<file path="src/rtl/stack_seq_pkg.sv">
// Shared definitions for the 6809 push/pull sequencer: register codes, mask bits,
// byte-slot indices and the sequencer state encoding.
package stack_seq_pkg;

  localparam logic [3:0] RN_D  = 4'd0;
  localparam logic [3:0] RN_X  = 4'd1;
  localparam logic [3:0] RN_Y  = 4'd2;
  localparam logic [3:0] RN_U  = 4'd3;
  localparam logic [3:0] RN_S  = 4'd4;
  localparam logic [3:0] RN_PC = 4'd5;
  localparam logic [3:0] RN_A  = 4'd8;
  localparam logic [3:0] RN_B  = 4'd9;
  localparam logic [3:0] RN_CC = 4'd10;
  localparam logic [3:0] RN_DP = 4'd11;

  localparam int MB_PC = 7;
  localparam int MB_OS = 6;
  localparam int MB_Y  = 5;
  localparam int MB_X  = 4;
  localparam int MB_DP = 3;
  localparam int MB_B  = 2;
  localparam int MB_A  = 1;
  localparam int MB_CC = 0;

  localparam int NSLOT = 12;

  localparam logic [3:0] SL_PCL = 4'd0;
  localparam logic [3:0] SL_PCH = 4'd1;
  localparam logic [3:0] SL_OSL = 4'd2;
  localparam logic [3:0] SL_OSH = 4'd3;
  localparam logic [3:0] SL_YL  = 4'd4;
  localparam logic [3:0] SL_YH  = 4'd5;
  localparam logic [3:0] SL_XL  = 4'd6;
  localparam logic [3:0] SL_XH  = 4'd7;
  localparam logic [3:0] SL_DP  = 4'd8;
  localparam logic [3:0] SL_B   = 4'd9;
  localparam logic [3:0] SL_A   = 4'd10;
  localparam logic [3:0] SL_CC  = 4'd11;

  typedef enum logic [1:0] {ST_IDLE, ST_RUN, ST_FIN} state_e;

  // Slots are in push order; 16-bit registers occupy a low/high pair.
  function automatic logic [NSLOT-1:0] mask_to_slots(input logic [7:0] m);
    return {m[MB_CC], m[MB_A], m[MB_B], m[MB_DP], {2{m[MB_X]}}, {2{m[MB_Y]}},
            {2{m[MB_OS]}}, {2{m[MB_PC]}}};
  endfunction

  // Other-stack slots report RN_U; the top swaps in RN_S for U-stack ops.
  function automatic logic [3:0] slot_rn(input logic [3:0] s);
    case (s)
      SL_PCL, SL_PCH: return RN_PC;
      SL_OSL, SL_OSH: return RN_U;
      SL_YL, SL_YH:   return RN_Y;
      SL_XL, SL_XH:   return RN_X;
      SL_DP:          return RN_DP;
      SL_B:           return RN_B;
      SL_A:           return RN_A;
      SL_CC:          return RN_CC;
      default:        return RN_D;
    endcase
  endfunction

endpackage

</file>
<file path="src/rtl/stack_seq_slot_pick.sv">
// Combinational slot picker: lowest pending slot for push, highest for pull.
module stack_slot_pick
  import stack_seq_pkg::*;
(
  input  logic [NSLOT-1:0] pend,
  input  logic             pull,
  output logic [3:0]       slot,
  output logic [3:0]       rn,
  output logic             hi,
  output logic             none
);

  always_comb begin
    slot = '0;
    for (int i = NSLOT - 1; i >= 0; i--) begin
      if (!pull && pend[i]) slot = 4'(i);
    end
    for (int i = 0; i < NSLOT; i++) begin
      if (pull && pend[i]) slot = 4'(i);
    end
    none = ~|pend;
    hi   = (slot < SL_DP) && slot[0];
    rn   = slot_rn(slot);
  end

endmodule

</file>
<file path="src/rtl/stack_seq.sv">
// MC6809 PSHS/PSHU/PULS/PULU sequencer: walks the postbyte one byte per memory
// cycle, driving the register block ports and the byte-wide memory interface.
module stack_seq
  import stack_seq_pkg::*;
#(
  parameter int USE_RDY = 1
) (
  input  logic        clk_in,
  input  logic        reset_n,
  input  logic        start,
  input  logic        pull,
  input  logic        stack_s,
  input  logic [7:0]  mask,
  input  logic [15:0] reg_su,
  input  logic [15:0] path_data,
  input  logic        mem_rdy,
  input  logic [7:0]  mem_data_i,
  output logic        busy,
  output logic        done,
  output logic        use_s,
  output logic [3:0]  reg_addr,
  output logic        dec_su,
  output logic        inc_su,
  output logic        write_reg,
  output logic [3:0]  write_reg_addr,
  output logic [15:0] data_w,
  output logic        mem_req,
  output logic        mem_we,
  output logic [15:0] mem_addr,
  output logic [7:0]  mem_data_o
);

  state_e           state_q, state_d;
  logic [NSLOT-1:0] pend_q, pend_d;
  logic             pull_q, pull_d;
  logic             use_s_q, use_s_d;
  logic [7:0]       hold_q, hold_d;

  logic       rdy;
  logic [3:0] pk_slot, pk_rn, rn_eff;
  logic       pk_hi, pk_none, wide;

  assign rdy = (USE_RDY != 0) ? mem_rdy : 1'b1;

  stack_slot_pick u_pick (
    .pend (pend_q),
    .pull (pull_q),
    .slot (pk_slot),
    .rn   (pk_rn),
    .hi   (pk_hi),
    .none (pk_none)
  );

  // The other stack is U for S-ops and S for U-ops.
  assign rn_eff = (pk_slot == SL_OSL || pk_slot == SL_OSH) ? (use_s_q ? RN_U : RN_S) : pk_rn;
  assign wide   = (pk_slot < SL_DP);

  assign busy  = (state_q == ST_RUN);
  assign done  = (state_q == ST_FIN);
  assign use_s = use_s_q;

  always_comb begin
    state_d        = state_q;
    pend_d         = pend_q;
    pull_d         = pull_q;
    use_s_d        = use_s_q;
    hold_d         = hold_q;
    reg_addr       = '0;
    dec_su         = 1'b0;
    inc_su         = 1'b0;
    write_reg      = 1'b0;
    write_reg_addr = '0;
    data_w         = '0;
    mem_req        = 1'b0;
    mem_we         = 1'b0;
    mem_addr       = '0;
    mem_data_o     = '0;
    case (state_q)
      ST_IDLE: begin
        if (start) begin
          pend_d  = mask_to_slots(mask);
          pull_d  = pull;
          use_s_d = stack_s;
          state_d = (mask == 8'h00) ? ST_FIN : ST_RUN;
        end
      end
      ST_RUN: begin
        mem_req  = 1'b1;
        mem_we   = ~pull_q;
        reg_addr = rn_eff;
        if (!pull_q) begin
          mem_addr   = reg_su - 16'd1;
          mem_data_o = pk_hi ? path_data[15:8] : path_data[7:0];
          dec_su     = rdy;
        end else begin
          mem_addr       = reg_su;
          inc_su         = rdy;
          write_reg_addr = rn_eff;
          data_w         = wide ? {hold_q, mem_data_i} : {8'h00, mem_data_i};
          write_reg      = rdy & ~pk_hi;
          if (rdy && pk_hi) hold_d = mem_data_i;
        end
        if (rdy) begin
          pend_d = pend_q & ~(NSLOT'(1) << pk_slot);
          if (pend_d == '0) state_d = ST_FIN;
        end
        if (pk_none) state_d = ST_FIN;
      end
      ST_FIN:  state_d = ST_IDLE;
      default: state_d = ST_IDLE;
    endcase
  end

  always_ff @(posedge clk_in or negedge reset_n) begin
    if (!reset_n) begin
      state_q <= ST_IDLE;
      pend_q  <= '0;
      pull_q  <= 1'b0;
      use_s_q <= 1'b0;
      hold_q  <= '0;
    end else begin
      state_q <= state_d;
      pend_q  <= pend_d;
      pull_q  <= pull_d;
      use_s_q <= use_s_d;
      hold_q  <= hold_d;
    end
  end

endmodule

</file>
<file path="config.mk">
export PLATFORM = sky130hd
export DESIGN_NAME = stack_seq
export DESIGN_NICKNAME = d
export VERILOG_FILES = /design/src/rtl/stack_seq_pkg.sv /design/src/rtl/stack_seq_slot_pick.sv /design/src/rtl/stack_seq.sv
export SDC_FILE = /design/constraint.sdc
export NUM_CORES = 1
export LEC_CHECK = 0
export CORE_ASPECT_RATIO = 0.7
export CORE_MARGIN = 3
export CORE_UTILIZATION = 42
export DETAILED_ROUTE_END_ITERATION = 8
export GPL_ROUTABILITY_DRIVEN = 0
export HOLD_SLACK_MARGIN = 0.06
export PLACE_DENSITY = 0.82
export RECOVER_POWER = 25
export SETUP_SLACK_MARGIN = 0.02
export SLEW_MARGIN = 15
export SYNTH_ARGS = -nofsm -noshare
export SYNTH_HDL_FRONTEND = slang
export SYNTH_SLANG_ARGS = --single-unit
</file>
<file path="constraint.sdc">
create_clock -name clk_in -period 3.85 [get_ports clk_in]
set_input_delay 1.155 -clock clk_in [delete_from_list [all_inputs] [get_ports clk_in]]
set_output_delay 1.155 -clock clk_in [all_outputs]
set_load 0.01 [all_outputs]
</file>
# Word-level counts from Yosys, hierarchy flattened
# Memories as Yosys holds them, arrays and structs flattened.
# Cells that the tools add are included.
# totals
romBits	64
input_bits	54
ram_bits	0
latchBits	0
mem_count	1
ff_bits	24
# mem_list
memory	depth	width	read_ports	rd_clocked_by_memory_dff	write_ports	line_no	text
(no name shown)	16	4	1	0	0	stack_seq_pkg.sv:50	case (s)
# classes
n_eq_ne	8
n_lt_le_gt_ge	1
mul	0
shifts	1
reduce_logical	37
bitwise_logic	5
addsub	1
div	0
mux	54
# ops
cell	count
$mux 4	28
$mux 16	5
$logic_and 1x1->1	26
$mux 12	2
$mux 8	3
$pmux 12 s2	1
$sub 16x1->16 const B	1
$and 12x12->12	1
$logic_not 12->1	1
$not 12->12	1
$reduce_or 12->1	1
$shl 1x4->12 const A	1
$mux 2	5
$reduce_and 3->1	3
$eq 4x2->1 const B	2
$logic_not 8->1	1
$mux 1	8
$ne 3x3->1 const B	2
$lt 4x4->1 const B	1
$ne 2x2->1 const B	2
$pmux 2 s2	1
$mux 3	1
$eq 2x1->1 const B	1
$eq 2x2->1 const B	1
7 further kinds	8

# Longest topological paths before layout
# Gate-level depths: netlist of the first run.
# logic_depth
depth_word	34
ltp_mapped	12

# Hierarchy
# From an unflattened synthesis of the first run, not the netlist that was laid out.
# hier_totals
cells_unflattened	299
hier_area_um2	2249.7
# modules_own_cells
mod	instances	area_each_um2	seq_area_each_um2	cells_per_inst
stack_seq	1	1933.1	600.6	248
stack_slot_pick	1	316.6	0.0	51

# Least setup slack after synthesis of the first run
# OpenSTA, ideal clock, no wires.
# synth_path
path_type	input port to output port
startpoint	input reg_su[9]
endpoint	output mem_addr[15]
arrival_time_ps	2522
required_ps	2695
path_buffers	0
path_slack_ps	173
cell_stages	6
cell_sequence	or4_1 -> nor4_1 -> nand2_1 -> nor3_1 -> xnor2_1 -> nor2_1
# synth_via
elab_chain_cells	3
# synth_rtl
element	line_no	text
start: declaration	stack_seq.sv:14	input logic [15:0] reg_su,
$sub 16x1->16	stack_seq.sv:92	mem_addr = reg_su - 16'd1;
$mux 16	stack_seq.sv:91	if (!pull_q) begin
$mux 16	stack_seq.sv:78	case (state_q)
end: declaration	stack_seq.sv:29	output logic [15:0] mem_addr,
# Every way passes these cells.

# Worst setup path after layout of the first run
# layout_path
startpoint	input reg_su[3]
endpoint	output mem_addr[7]
# The elaborated chain is that of the path after synthesis.

==> metrics.md, run 1 <==
| Metric | Value |
|---|---|
| FP Rows | 22 |
| H-Tree Depth | 1 |
| Clock Latency Late Sink | roughly 0.27 ns |
| Final hold slack | 0.505 ns |
| Max cap viols | 0 |
| N_diodes | 0 |
| Setup slack after layout | 0.00146 ns |
| P_leak | 1.83 nW |
| Chip height | 68.3 um |
| RSZ-0062 raised after global routing | true |
| First-pass GRT wire length | ~14 mm |
| Critical Path Most Common Cell | or3_4 |
| Status | finished, final reports clean |
| Worst-path clk slew | 0.08 ns |
| Fillers | 373 |
| Final worst-path cycle share | 100% |
| CP startpoint kind | primary input |
| Least-Margin Pin Slew | around 1.3 ns |
| Top-area cell type share of the netlist area | 25.8% |
| Post-synthesis mux area share | 8.38% |
| Hpwl dp | between 6 and 7 mm |
| Synth Area in Simple Gates | between 30% and 40% |
| Power share of the sequential group | 14.1% |
| CTS Buf Count | 3 |
| Die width | 95.0 um |
| Initial antenna violation count | 0 |
| CTS tree | yes |
| Fmax | between 200 and 300 MHz |
| Logic gate share of total power | 81.6% |
| Count of input and output buffers | 109 |
| Count leader, synth | nor2_1 |
| First drt pass iteration count | 8 |
| Worst path max stage delay | 0.45 ns |
| DP Cell Count | 502 |
| Final wirelength | 9.02 mm |
| Fin nets | 502 |
| Buf/Inv on CP | 2 |
| Std-Cell Core Area | between 5000 and 6000 um^2 |
| Avg Inst Size Synth | 7.81 um^2 |
| Leading cell types by total area after synthesis | dfrtp_1, nor2_1, mux2_2, o21ai_0, nand2_1 |
| Worst path top cell family by delay | simple AND/OR/NAND/NOR gates |
| Clk pwr share | under 10% |
| Final total power | 3.43 mW |
| Post-synth EDFFs | 0 |
| Non-filler instance count after layout | 515 |
| Sw frac | 49.3% |
| DR WL/cell | 17.5 um |
| Peak supply drop | 0.431 mV |
| Int Pwr | 1.74 mW |
| Synthesis-to-finish area growth | 70.3% |
| Synth unique cells | 59 |
| Max stage delay cell, worst path | or3_4 |
| Yosys top cell by area | dfrtp_1 |
| Critical Path RT | approximately 2.7 ns |
| Final instance area | between 3000 and 4000 um^2 |
| Max_slew headroom | 13.4% |
| WS Path Type | primary input to primary output |
| Placed inst area | ~3700 um^2 |
| Core Util, Final | 75.0% |
| Post-DR vias/cell | 5.72 |
| Pre-CTS setup slack | -0.854 ns |
| Vias | 2945 |
| Die Area | 6490 um^2 |
| Async SR Flop Fraction | 100% |
| Finish-stage setup viols | 0 |
| Post-Syn Area | 2330 um^2 |
| Post-synthesis xor/xnor area fraction | 4.51% |
| Yosys warning count | 0 |
| Net Sw Power | 1.69 mW |
| PwrDens | around 870 nW/um^2 |
| Remaining global-route overflow | 0 |
| Seq/Total Area, Yosys | between 20% and 30% |
| Minimum clock period | 3.85 ns |
| Setup Skew | approximately 0.0047 ns |
| Area share of fa/ha/maj cells after synthesis | 1.61% |
| Synth top cells by count | nor2_1, nand2_1, dfrtp_1 |
| DRC viols | 0 |
| Ports | 110 |
| Min-Delay Path Class | flip-flop to flip-flop |
| Critical Path Sink Type | primary output |
| Crit-path cells | buf_8 > or3_4 > or3_4 > or3_4 > a21oi_2 > buf_2 |
| Final hold viol count | 0 |
| Post-synthesis compound-gate area fraction | 20.2% |
| Global Route Usage Sum | 27.4% |
| Initial Utilization | about 44% |
| Gate Count Post-Synth | 298 |
| Crit path max fanout | 6 |
| #FFs+latches synth | 24 |
| CTS root buf | clkbuf_8 |
| Synth Net Count | roughly 360 |
| CP arrival | 2.69 ns |
| Vias in the first global route | ~2800 |
| Share of cells above drive strength 1 | a little under a third |
| 1st-iter DRT viols | 320 |
| CTS Hold Bufs | 0 |
| Clock Path Buffers | 2 |
| Largest family of logic cells by synthesized area | simple AND/OR/NAND/NOR gates |
| Setup TNS | 0 ns |
| Routed Antenna Nets | 0 |
| Largest net degree at the start of global routing | 31 |
| Pins Over Slew Limit | 0 |
| CTS sink cnt | 24 |
| Top_reg_cell synth | dfrtp_1 |
-- flip-flops by register name, summed over array words and instances (netlist names) --
register  count
pull_q        1
use_s         1
hold_q        8
state_q       2
pend_q       12
-- power by group through the flow --
stage	sequential, mW	combinational (mW)	clock (mW)
after floorplan	0.445	1.50	0
after global placement	0.465	2.48	0
after detailed placement	0.469	2.54	0
after CTS	0.467	2.59	0.146
after global routing	0.501	3.00	0.156
final	0.485	2.80	0.148
-- cell type report --
type	instances	area [um^2]	share of cell area [%]
Multi-Input combinational cell	239	1760	44.5
Timing Repair Buffer	161	1400	35.4
Sequential cell	24	604	15.2
Tap cell	72	90.1	2.27
Inverter	16	62.6	1.58
Clock buffer	3	41.3	1.04
-- layout by cell type, fill, tap and decap left out, types with 5 or more instances in the layout --
cell type and instances:
clkdlybuf4s50_1 72, nand2_1 23, nor2_1 37, dlygate4sd2_1 8, clkbuf_2 7, mux2i_1 8
and2_1 11, inv_1 13, nor3_1 7, mux2_2 9, xnor2_1 7, buf_2 10
buf_4 51, or3_4 5, o21ai_0 20, nor4_4 7, dfrtp_1 21, and3_1 10
a21oi_1 16
-- worst reg2reg max path, cell delays in order, from the launching register on --
cell and delay [ns]:
dfrtp_1 0.44, nand2b_4 0.18, o32ai_4 0.30, o221ai_4 0.18, a21oi_4 0.25, buf_4 0.16
ha_4 0.16, buf_4 0.14, o21ai_0 0.09, a21oi_1 0.13, o21ai_0 0.10, a2111oi_0 0.54
o221a_1 0.35, o221a_1 0.22
-- worst paths after layout --
path / slack (ns) / cells past startpoint / from / end
worst min-delay path: 0.50 / 1 / hold_q[1] / hold_q[1]
min in group asynchronous: 1.69 / 2 / reset_n / pend_q[1]
worst max-delay path: 0.001 / 6 / reg_su[3] / mem_addr[7]
worst min register to register: 0.50 / 1 / hold_q[1] / hold_q[1]
max in group asynchronous: 1.29 / 2 / reset_n / pull_q
worst max register to register: 0.56 / 13 / pend_q[6] / state_q[1]
-- layer usage --
layer,wire (um),vias up,GRT usage (%),part of all wire (%)
met5,0,-,0,0
met4,290,0,7.73,3.2
met3,928,37,9.01,10
met2,4330,194,47.9,48
met1,3480,1367,32.6,39
li1,-,1347,-,-
-- kinds of logic after synthesis --
group | count (synthesis)
fa+ha+maj | 3
compound gates | 69
mux | 18
simple gates | 137
buf+inv | 35
flops | 24
xor+xnor | 12
-- what timing repair did --
item	4_1_cts	5_1_grt
gates resized for setup	103	41
setup buffers	4	6
pin swaps	14	13
setup endpoints to repair	30	20
cloned	0	0
Note: power is estimated with default switching activity, not from simulation.
==> run 2, diff against run 1 <==
Settings changed: SETUP_SLACK_MARGIN 0.02 to 0.2.
==> run 2 against run 1 <==
- the flow now finishes with violations (negative setup slack)
- critical path type unchanged
- non-clock buffer count up 10
- cell count up 2.1%
- largest power group unchanged
- routed wire length grew 6.6%
- flip-flop and latch count did not move
- cell area increased by 5.5%
- die area stayed put
- clock-buffer cell count increased by 1
- sequential power is 3% lower
- clock power increased by 18%
- worst hold slack got worse by 0.00062 ns
- first-iteration DRC count rose by 0.31%
- utilization increased by 4.1 points
==> metrics.md, run 2 (synthesized netlist as in run 1, its figures left out) <==
| Metric | Value |
|---|---|
| Remaining global-route overflow | 0 |
| Core Util, Final | 79.1% |
| Fmax | 259 MHz |
| Largest regs | pend_q: 12 flops, hold_q: 8 flops, state_q: 2 flops |
| Final wirelength | 9.62 mm |
| CTS root buf | clkbuf_8 |
| Ports | 110 |
| CTS Hold Bufs | 0 |
| Clock Latency Late Sink | 0.27 ns |
| Vias in the first global route | around 2800 |
| Max stage delay cell, worst path | or4_4 |
| First drt pass iteration count | 5 |
| First-pass GRT wire length | 13.6 mm |
| Share of cells above drive strength 1 | 34.6% |
| Number of flip-flops under the largest register name | 12 |
| Least-Margin Pin Slew | 1.32 ns |
| Failing checks | negative setup slack |
| Chip height | 68.3 um |
| Worst-path clk slew | 0.09 ns |
| Fillers | 332 |
| Max_slew headroom | 11.8% |
| Crit-path cells | buf_6 > or4_4 > nor4_4 > buf_4 > nand2_4 > nor3_4 > xnor2_1 > nor2_1 > buf_2 |
| Min-Delay Path Class | flip-flop to flip-flop |
| Setup Skew | around 0.0048 ns |
| DRC viols | 0 |
| H-Tree Depth | 1 |
| Finish-stage setup viols | 1 |
| Initial antenna violation count | 0 |
| RSZ-0062 raised after global routing | true |
| Crit path max fanout | 2 |
| Post-DR vias/cell | 5.77 |
| Global Route Usage Sum | 27.0% |
| Final hold slack | 0.504 ns |
| Pins Over Slew Limit | 0 |
| Minimum clock period | 3.86 ns |
| Vias | 3034 |
| Fin nets | 512 |
| Worst path max stage delay | 0.57 ns |
| Clock Path Buffers | 2 |
| Pre-CTS setup slack | -0.793 ns |
| Buf/Inv on CP | 3 |
| Most frequent cells in the layout | clkdlybuf4s50_1, buf_4, nor2_1 |
| Max cap viols | 0 |
| Synthesis-to-finish area growth | 79.6% |
| CTS sink cnt | 24 |
| Final worst-path cycle share | 100% |
| CP startpoint kind | primary input |
| CTS tree | yes |
| Multi-input gate area | 1850 um^2 |
| Critical Path Sink Type | primary output |
| Std-Cell Core Area | 5290 um^2 |
| Setup TNS | -0.0144 ns |
| Final hold viol count | 0 |
| Setup slack after layout | -0.0144 ns |
| Peak supply drop | 0.488 mV |
| Count of input and output buffers | 109 |
| Die width | 95.0 um |
| CP arrival | 2.71 ns |
| Hpwl dp | around 6.5 mm |
| Top reg by flops | pend_q |
| Commonest non-fill, non-tap cell in the layout | clkdlybuf4s50_1 |
| 1st-iter DRT viols | between 300 and 400 |
| Largest net degree at the start of global routing | 31 |
| Sequential cell area | between 600 and 700 um^2 |
| Die Area | 6490 um^2 |
| Critical Path RT | 2.69 ns |
| WS Path Type | primary input to primary output |
| Initial Utilization | 44.1% |
| Worst path top cell family by delay | simple AND/OR/NAND/NOR gates |
| DR WL/cell | 18.3 um |
| Status | finished with violations |
| N_diodes | 0 |
| CTS Buf Count | 3 |
| PwrDens | ~870 nW/um^2 |
| P_leak | 1.92 nW |
| Routed Antenna Nets | 0 |
| FP Rows | 22 |
==> run 2: cell types whose count changed in the layout (fill, tap and decap cells not counted), moves of 4 or more <==
cell	delta
clkdlybuf4s15_1	+4
buf_2	+5
buf_6	+11
dlygate4sd2_1	-5
==> run 2: per-layer routing <==
layer | vias to the layer above | wire length [um] | track usage, %
li1 | 1368 | - | -
met3 | 50 | 1080 | 8.46
met2 | 217 | 4500 | 46.8
met1 | 1399 | 3650 | 32.6
met5 | - | 0 | 0
met4 | 0 | 392 | 7.91
==> run 2: worst reg2reg max path: cells and delay by family (launching register included) <==
kind,cells,cell delay (ns)
flops,1,0.44
buf+inv,2,0.27
fa+ha+maj,1,0.16
compound gates,9,1.98
==> run 2: path summary, 6_finish.rpt <==
kind	start	endpoint	slack, ns	cells after the start
worst max-delay path	reg_su[8]	mem_addr[15]	-0.01	9
worst min-delay path	hold_q[3]	hold_q[3]	0.50	1
worst max register to register	pend_q[4]	state_q[1]	0.94	12
worst min register to register	hold_q[3]	hold_q[3]	0.50	1
max in group asynchronous	reset_n	pull_q	1.28	2
min in group asynchronous	reset_n	pend_q[1]	1.70	2
==> run 2: power breakdown <==
| group | internal, mW | switching [mW] |
|---|---|---|
| registers | 0.368 | 0.102 |
| clock network | 0.0914 | 0.0829 |
| logic | 1.38 | 1.62 |
==> run 2: per-stage QoR <==
stage,total power [mW],area (um^2),std cells
CTS,3.30,3960,518
finish,3.64,4180,526
detailed placement,2.98,3730,503
global placement,2.93,3730,503
global route,3.83,4180,526
floorplan,1.94,2330,298
==> run 2: area by class of cell <==
type                            count  share of cell area (%)
Clock buffer                        4                    1.32
Inverter                           16                    1.50
Multi-Input combinational cell    239                    44.3
Sequential cell                    24                    14.5
Tap cell                           72                    2.15
Timing Repair Buffer              171                    36.3
==> run 2: timing repair <==
action	CTS	global route
setup endpoints to repair	32	31
resized for setup	137	63
hold endpoints to repair	0	0
setup buffers	11	8
pin swaps	21	27
